File: src/rtl/seq_det_pkg.sv
// Shared definitions for the sequence-detector scheduler.
//   state_t    : scheduler FSM states (IDLE/CLR/SHIFT/DONE)
//   GNT_REQ0/1 : requester indices used for grant and last_grant
//   DATA_W_DEF : default word / mask width
//   CNT_W_DEF  : default match-count width (2**CNT_W > DATA_W)
package seq_det_pkg;

  localparam int unsigned DATA_W_DEF = 8;
  localparam int unsigned CNT_W_DEF  = 4;

  localparam logic GNT_REQ0 = 1'b0;
  localparam logic GNT_REQ1 = 1'b1;

  typedef enum logic [1:0] {
    IDLE  = 2'd0,
    CLR   = 2'd1,
    SHIFT = 2'd2,
    DONE  = 2'd3
  } state_t;

endpackage

File: src/rtl/bit_serializer.sv
// Parallel-load, MSB-first serializer with a registered serial output.
// Ports:
//   clk, rst : clock, asynchronous active-high reset
//   load     : capture data into the shift register
//   step     : present the next bit on bit_out (with load: present data MSB at once)
//   data     : parallel word
//   bit_out  : registered serial bit, 0 whenever neither load+step nor step is active
//   last     : high while the final bit of the word is on bit_out
module bit_serializer #(
  parameter int unsigned DATA_W = 8
) (
  input  logic              clk,
  input  logic              rst,
  input  logic              load,
  input  logic              step,
  input  logic [DATA_W-1:0] data,
  output logic              bit_out,
  output logic              last
);

  localparam int unsigned IDX_W = $clog2(DATA_W + 1);

  logic [DATA_W-1:0] sreg;
  // Number of bits already emitted onto bit_out.
  logic [IDX_W-1:0]  idx;

  always_ff @(posedge clk or posedge rst) begin
    if (rst) begin
      sreg    <= '0;
      idx     <= '0;
      bit_out <= 1'b0;
    end else if (load && step) begin
      bit_out <= data[DATA_W-1];
      sreg    <= data << 1;
      idx     <= IDX_W'(1);
    end else if (load) begin
      sreg    <= data;
      idx     <= '0;
      bit_out <= 1'b0;
    end else if (step) begin
      bit_out <= sreg[DATA_W-1];
      sreg    <= sreg << 1;
      idx     <= idx + IDX_W'(1);
    end else begin
      bit_out <= 1'b0;
    end
  end

  assign last = (idx == IDX_W'(DATA_W));

endmodule

File: src/rtl/seq_det_scheduler.sv
// Shares one external bit-serial Mealy detector between two byte requesters.
// Round-robin picks a requester, the word is shifted MSB-first into the
// detector and det_dout is sampled every bit into a match mask and count.
// Build option: define STREAM_MODE_EN to drop the CLR state so detector
// state carries across words (det_rst then stays 0 outside reset).
// Ports:
//   clk, rst               : clock, asynchronous active-high reset
//   req0_valid/data/ready  : requester 0 (ready = one-cycle accept pulse)
//   req1_valid/data/ready  : requester 1
//   det_rst, det_din       : registered clear and serial bit to the detector
//   det_dout               : detector Mealy output
//   res_valid, res_ready   : result handshake
//   res_grant/mask/count   : result requester, per-bit match mask, ones count
module seq_det_scheduler
  import seq_det_pkg::*;
#(
  parameter int unsigned DATA_W = DATA_W_DEF,
  parameter int unsigned CNT_W  = CNT_W_DEF
) (
  input  logic              clk,
  input  logic              rst,
  input  logic              req0_valid,
  input  logic [DATA_W-1:0] req0_data,
  output logic              req0_ready,
  input  logic              req1_valid,
  input  logic [DATA_W-1:0] req1_data,
  output logic              req1_ready,
  output logic              det_rst,
  output logic              det_din,
  input  logic              det_dout,
  output logic              res_valid,
  input  logic              res_ready,
  output logic              res_grant,
  output logic [DATA_W-1:0] res_mask,
  output logic [CNT_W-1:0]  res_count
);

  state_t            state, next_state;
  logic              last_grant;
  logic              grant_any, grant_sel;
  logic              load, step, sample, clr_res, last;
  logic [DATA_W-1:0] load_data;

  always_comb begin
    grant_any = req0_valid | req1_valid;
    grant_sel = (req1_valid && (!req0_valid || last_grant == GNT_REQ0)) ? GNT_REQ1 : GNT_REQ0;
    load_data = (grant_sel == GNT_REQ1) ? req1_data : req0_data;
  end

  always_ff @(posedge clk or posedge rst) begin
    if (rst) state <= IDLE;
    else     state <= next_state;
  end

  always_comb begin
    next_state = state;
    case (state)
      IDLE: if (grant_any) begin
`ifdef STREAM_MODE_EN
        next_state = SHIFT;
`else
        next_state = CLR;
`endif
      end
      CLR:   next_state = SHIFT;
      SHIFT: if (last) next_state = DONE;
      DONE:  if (res_ready) next_state = IDLE;
      default: next_state = IDLE;
    endcase
  end

  // The serializer advances one step ahead of sampling: the step issued in
  // CLR (or with the load in stream mode) puts the MSB on det_din for SHIFT
  // cycle 0, and 'last' marks the cycle carrying the LSB.
  always_comb begin
    req0_ready = 1'b0;
    req1_ready = 1'b0;
    load       = 1'b0;
    step       = 1'b0;
    sample     = 1'b0;
    clr_res    = 1'b0;
    case (state)
      IDLE: if (grant_any) begin
        req0_ready = !rst && (grant_sel == GNT_REQ0);
        req1_ready = !rst && (grant_sel == GNT_REQ1);
        load       = 1'b1;
`ifdef STREAM_MODE_EN
        step       = 1'b1;
        clr_res    = 1'b1;
`endif
      end
      CLR: begin
        step    = 1'b1;
        clr_res = 1'b1;
      end
      SHIFT: begin
        sample = 1'b1;
        step   = !last;
      end
      default: ;
    endcase
  end

  bit_serializer #(.DATA_W(DATA_W)) u_ser (
    .clk     (clk),
    .rst     (rst),
    .load    (load),
    .step    (step),
    .data    (load_data),
    .bit_out (det_din),
    .last    (last)
  );

  always_ff @(posedge clk or posedge rst) begin
    if (rst) begin
      det_rst    <= 1'b0;
      res_valid  <= 1'b0;
      res_grant  <= GNT_REQ0;
      res_mask   <= '0;
      res_count  <= '0;
      last_grant <= GNT_REQ1;
    end else begin
      det_rst   <= (next_state == CLR);
      res_valid <= (next_state == DONE);
      if (load) res_grant <= grant_sel;
      if (clr_res) begin
        res_mask  <= '0;
        res_count <= '0;
      end else if (sample) begin
        // First sampled bit ends up in the MSB after DATA_W shifts.
        res_mask  <= {res_mask[DATA_W-2:0], det_dout};
        res_count <= res_count + CNT_W'(det_dout);
      end
      if (state == DONE && res_ready) last_grant <= res_grant;
    end
  end

endmodule
File: config.mk
export PLATFORM = sky130hd
export DESIGN_NAME = seq_det_scheduler
export DESIGN_NICKNAME = d
export VERILOG_FILES = /design/src/rtl/seq_det_pkg.sv /design/src/rtl/bit_serializer.sv /design/src/rtl/seq_det_scheduler.sv
export SDC_FILE = /design/constraint.sdc
export NUM_CORES = 1
export LEC_CHECK = 0
export CAP_MARGIN = 20
export CORE_ASPECT_RATIO = 1.1
export CORE_UTILIZATION = 44
export DETAILED_ROUTE_END_ITERATION = 7
export PLACE_DENSITY_LB_ADDON = 0.3
export RECOVER_POWER = 25
export SKIP_LAST_GASP = 1
export SYNTH_ARGS = -nofsm -noshare
export SYNTH_HDL_FRONTEND = slang
export SYNTH_SLANG_ARGS = --single-unit
File: constraint.sdc
create_clock -name clk -period 1.4 [get_ports clk]
set_input_delay 0.14 -clock clk [delete_from_list [all_inputs] [get_ports clk]]
set_output_delay 0.14 -clock clk [all_outputs]
set_load 0.02 [all_outputs]
* Word level (Yosys, flattened, before mapping) *
Index checks and enable logic that the tools add are counted.

operators by class
  add/sub/neg operators = 2
  equality and inequality tests = 6
  muxes and demuxes = 28
  bitwise logic cells = 3
  reduce and logical (&&, ||, !) cells = 12

operator list
  kind                 count
  $mux 8               6
  $mux 4               5
  $mux 1               12
  $pmux 2 s4           1
  $eq 2x2->1 const B   3
  $mux 2               3
  $logic_and 1x1->1    5
  $add 4x1->4          1
  $add 4x1->4 const B  1
  $eq 2x1->1 const B   2
  $eq 4x4->1 const B   1
  $logic_not 1->1      3
  $reduce_bool 3->1    1
  $logic_not 2->1      1
  $not 1->1            2
  $pmux 1 s2           1
  $reduce_bool 2->1    1
  $logic_or 1x1->1     1
  $or 1x1->1           1

storage, ports and cells
  register bits = 31
  input bits = 22
  output and inout bits = 18
  word-level logic and storage cells = 61

* Longest topological paths before layout *
  depth after elaboration = 8
  depth in mapped cells = 7
  mapped depth without buffers = 6

* Cells and area by module *
Synthesis repeated with hierarchy kept, for this count alone.

second synthesis, totals
  cells, all modules = 143
  area, all modules = 1672.9 um^2

modules (own cells, without submodules)
  module             instances  cells an instance  area an instance (um^2)  sequential area each (um^2)
  seq_det_scheduler  1          99                 983.4                    451.7
  bit_serializer     1          44                 689.4                    325.3

* Worst setup path before layout *
No wires, ideal clock.

  path type = register -> register
  start = register state[1]
  end = register u_ser.idx[2]
  library setup time = 0.119 ns
  arrival = 1.392 ns
  required time = 1.281 ns
  setup slack = -0.111 ns
  cell stages (with the launch flop) = 8
  path buffers = 1
  clock period less this slack = 1.511 ns
  path through = dfrtp_1 -> inv_1 -> ha_1 -> buf_4 -> nor4bb_4 -> nor3b_1 -> xnor2_1 -> nor2_1

between the ends
  cells in the longest elaborated chain, start to end = 4
  elaborated cells on any way between the ends = 9
  classes of those cells = eq/ne: 2; mux: 4; reduce/logical: 3

ends and longest elaborated chain
  what                                                                 line                                        source
  from (decl)                                                          seq_det_scheduler.sv:38                     state_t state, next_state;
  from (signal assigned)                                               seq_det_scheduler.sv:52                     else state <= next_state;
  $eq 2x2->1, or another cell as far along                             seq_det_scheduler.sv:82                     case (state)
  $pmux 1 s2 / $mux 1 (equally long branches)                          seq_det_scheduler.sv:82
  $logic_and 1x1->1 / $mux 4 (equally long branches)                   bit_serializer.sv:32, bit_serializer.sv:36
  $reduce_bool 3->1 (no source line) / $mux 4 (equally long branches)  --
  to (signal assigned)                                                 bit_serializer.sv:43                        idx <= idx + IDX_W'(1);
  to (decl)                                                            bit_serializer.sv:25                        logic [IDX_W-1:0] idx;

Parallel ways exist; a longest one is shown, timed or not.
A chain may end at the register's enable or synchronous reset.

* Final worst setup path *
  start = register u_ser.idx[0]
  end = register u_ser.idx[1]

between the ends
  cells in the longest elaborated chain, start to end = 5
  elaborated cells on any way between the ends = 9
  classes of those cells = add/sub: 1; eq/ne: 1; mux: 4; reduce/logical: 3

ends and longest elaborated chain
  what
  branches (longest 5 deep; another with $add 4x1->4)

Several ways; the timed one is not identified. The select of a mux whose other input is x is not followed.

==> impl_metrics.ini <==
[yosys]
synthCells = 150
synth_top_area_share_pct = 46.6
syn_area_per_cell_sq_um = 10.7
ys_ff_latch = 31
synth_area_leaders = dfrtp_1 47%, mux2i_1 8.7%, ha_1 6.2%
synth_nets = 180
syn_area_sq_um = 1610
yosysUniqueCellTypes = 35
synth-seq-area-share_pct = 48.3
yosys.area.top_type = dfrtp_1
yosysWarnings = 0

[clock_network]
clock_latency_ns = 0.34
cts_root_buffer = clkbuf_4
cts_tree = done
cts_made_buffers = 5
holdBufCountCts = 0
cts_buffer_depth = 2
path_clk_slew_ns = 0.10
cts_max_level = 2
clock_sinks = 31

[die]
initial_utilization_pct = 47.2
coreArea_sq_um = 3410
die_w_um = 59.7
die_area_sq_um = 3910
placementRows = 22
die_h_um = 65.5
io_pins = 40

[power]
cellLeakagePower_nw = 1.21
total_power_mw = 5.89
vdd_drop_max_mv = 1.16
powerDensity_nw_per_um2 = 2200

[layout]
final_cell_mix = 30 x dfrtp_1, 21 x buf_4, 20 x clkdlybuf4s50_1
area_growth_pct = 66.5
fin_nets = 260
drive_gt1_share_pct = 38.5
regArea_sq_um = 777
final_cells = 279
antennaDiodeCount = 0
final_util_pct = 78.6
final_common_cell = dfrtp_1
n_fill_cell = 220
multi_input_comb_area_sq_um = 982

[critical_path]
path_max_fanout = 5
critPathKind = reg -> reg
arrival_ns = 1.92
cp_data_required_time_ns = 1.66
endpoint_kind = register
start_kind = register

[grt]
grt_max_degree = 26
met3_usage_pct = 4.72
grt_pass1_vias = 1619
grt.busiest_layer = met2
met1_usage_pct = 28.0
grt.overflow.total = 0
grtUsageMet2_pct = 47.1
grt_pass1_wl_um = 7400
gr-usage-all-layers_pct = 25.7
antenna_found_initial = 0

[sta]
setup_slack_ns = -0.262
worst_slew_pin_slew_ns = 0.615
period_needed_ns = 1.66
slew_headroom_pct = 59.0
rsz0062_at_grt = true
finalHoldViolations = 0
finalCritPeriodShare_pct = 119
max_freq_mhz = 602
maxSlewViolCount = 0
setup_viol = 28
skew_ns = 0.0106

[routing]
viasPerCell = 5.27
drtAntennaViolNets = 0
drc_errors = 0
first_pass_iters = 4
vias = 1471
detail_route.wl_per_cell_um = 16.1
drtIter0Drc = 70
drt_wl_total_um = 4490

[worst_hold_path]
worstHoldPathType = in -> async

[place]
pre_cts_slack_ns = -0.502
port_buffers = 39
placed_cells = 260
dp_hpwl_um = 2760
place_congestion = 0.804

[run_status]
status = finished, violations left
failed_checks = negative setup slack

[job]
maxCapViolCount = 0
## worst paths after layout
kind / start / endpoint / slack [ns] / cells after the start
worst max-delay path: u_ser.idx[0]$_DFFE_PP0P_ / u_ser.idx[1]$_DFFE_PP0P_ / -0.26 / 8
worst min-delay path: rst / u_ser.sreg[0]$_DFFE_PP0P_ / 0.36 / 3
worst max register to register: u_ser.idx[0]$_DFFE_PP0P_ / u_ser.idx[1]$_DFFE_PP0P_ / -0.26 / 8
worst min register to register: res_count[3]$_DFFE_PP0N_ / res_count[3]$_DFFE_PP0N_ / 0.48 / 1
max in group asynchronous: rst / res_valid$_DFF_PP0_ / 0.47 / 3
min in group clk: det_dout / res_mask[0]$_DFFE_PP0N_ / 0.37 / 3
## what timing repair did
action / CTS / global route
gates resized for setup: 78 / 18
buffers inserted: 7 / 4
setup endpoints to repair: 44 / 31
pin swaps: 12 / 4
gates cloned: 2 / 0
## power by group
group | switching [mW] | internal [mW] | total [mW] | leakage, nW
clock network | 0.325 | 0.293 | 0.619 | 0.0375
registers | 0.278 | 1.26 | 1.54 | 0.399
logic | 1.79 | 1.94 | 3.73 | 0.770
## cell families after synthesis
kind of cell,synth area share (%)
compound gates,11.5
xor+xnor,1.63
fa+ha+maj,6.22
buf+inv,5.75
flops,48.3
mux,14.3
simple gates,12.4
## state kept, by name, indices dropped and copies added, names as in the netlist
signal and flops:
u_ser.sreg 8, state 2, res_mask 8, last_grant 1
u_ser.idx 4, res_count 4, res_grant 1, res_valid 1
det_rst 1, u_ser.bit_out 1
## per-layer routing
metal  vias to the layer above  share of wire (%)
met2                        54                 56
met3                        15                3.5
met4                         0                2.9
met1                       727                 37
met5                         -                  0
li1                        675                  -
## cells in the mapped netlist
library cell   n
dfrtp_1       30
nand2_1       18
o21ai_0       17
inv_1         16
mux2i_1       14
ha_1           8
mux2_2         8
nor2_1         4
o22ai_1        3
xnor2_1        3
and3_1         2
buf_2          2
nor2b_1        2
o21a_1         2
a21boi_4       1
a21oi_1        1
a22o_1         1
a22oi_1        1
a32o_1         1
and2_1         1
and3_2         1
and4_1         1
buf_4          1
buf_6          1
clkbuf_1       1
dfstp_2        1
nand4_1        1
nor2_4         1
nor3_1         1
nor3b_1        1
nor4_1         1
nor4bb_4       1
o21ai_2        1
o31ai_1        1
or2b_1         1
## area by class of cell
class | count | share of cell area (%)
Sequential cell | 31 | 29.0
Clock inverter | 1 | 0.280
Timing Repair Buffer | 77 | 27.2
Inverter | 16 | 2.24
Multi-Input combinational cell | 99 | 36.6
Tap cell | 48 | 2.24
Clock buffer | 7 | 2.43
## critical path, stage by stage, from the launching register on
cell and delay, ns:
dfrtp_1 0.39, inv_1 0.08, ha_1 0.21, nor4bb_4 0.17, buf_6 0.14, buf_12 0.12
nor2_4 0.20, nand2_1 0.10, a21oi_1 0.18
## through the flow
step	setup TNS, ns	hold WS, ns	cell area [sq um]
final	-3.50	0.363	2680
after detailed placement	-6.85	0.485	2260
after floorplan	-1.05	0.254	1630
after CTS	-2.81	0.172	2590
after global routing	-5.44	0.389	2680
after global placement	-5.04	0.481	2260
Note: power is estimated with default switching activity, not from simulation.
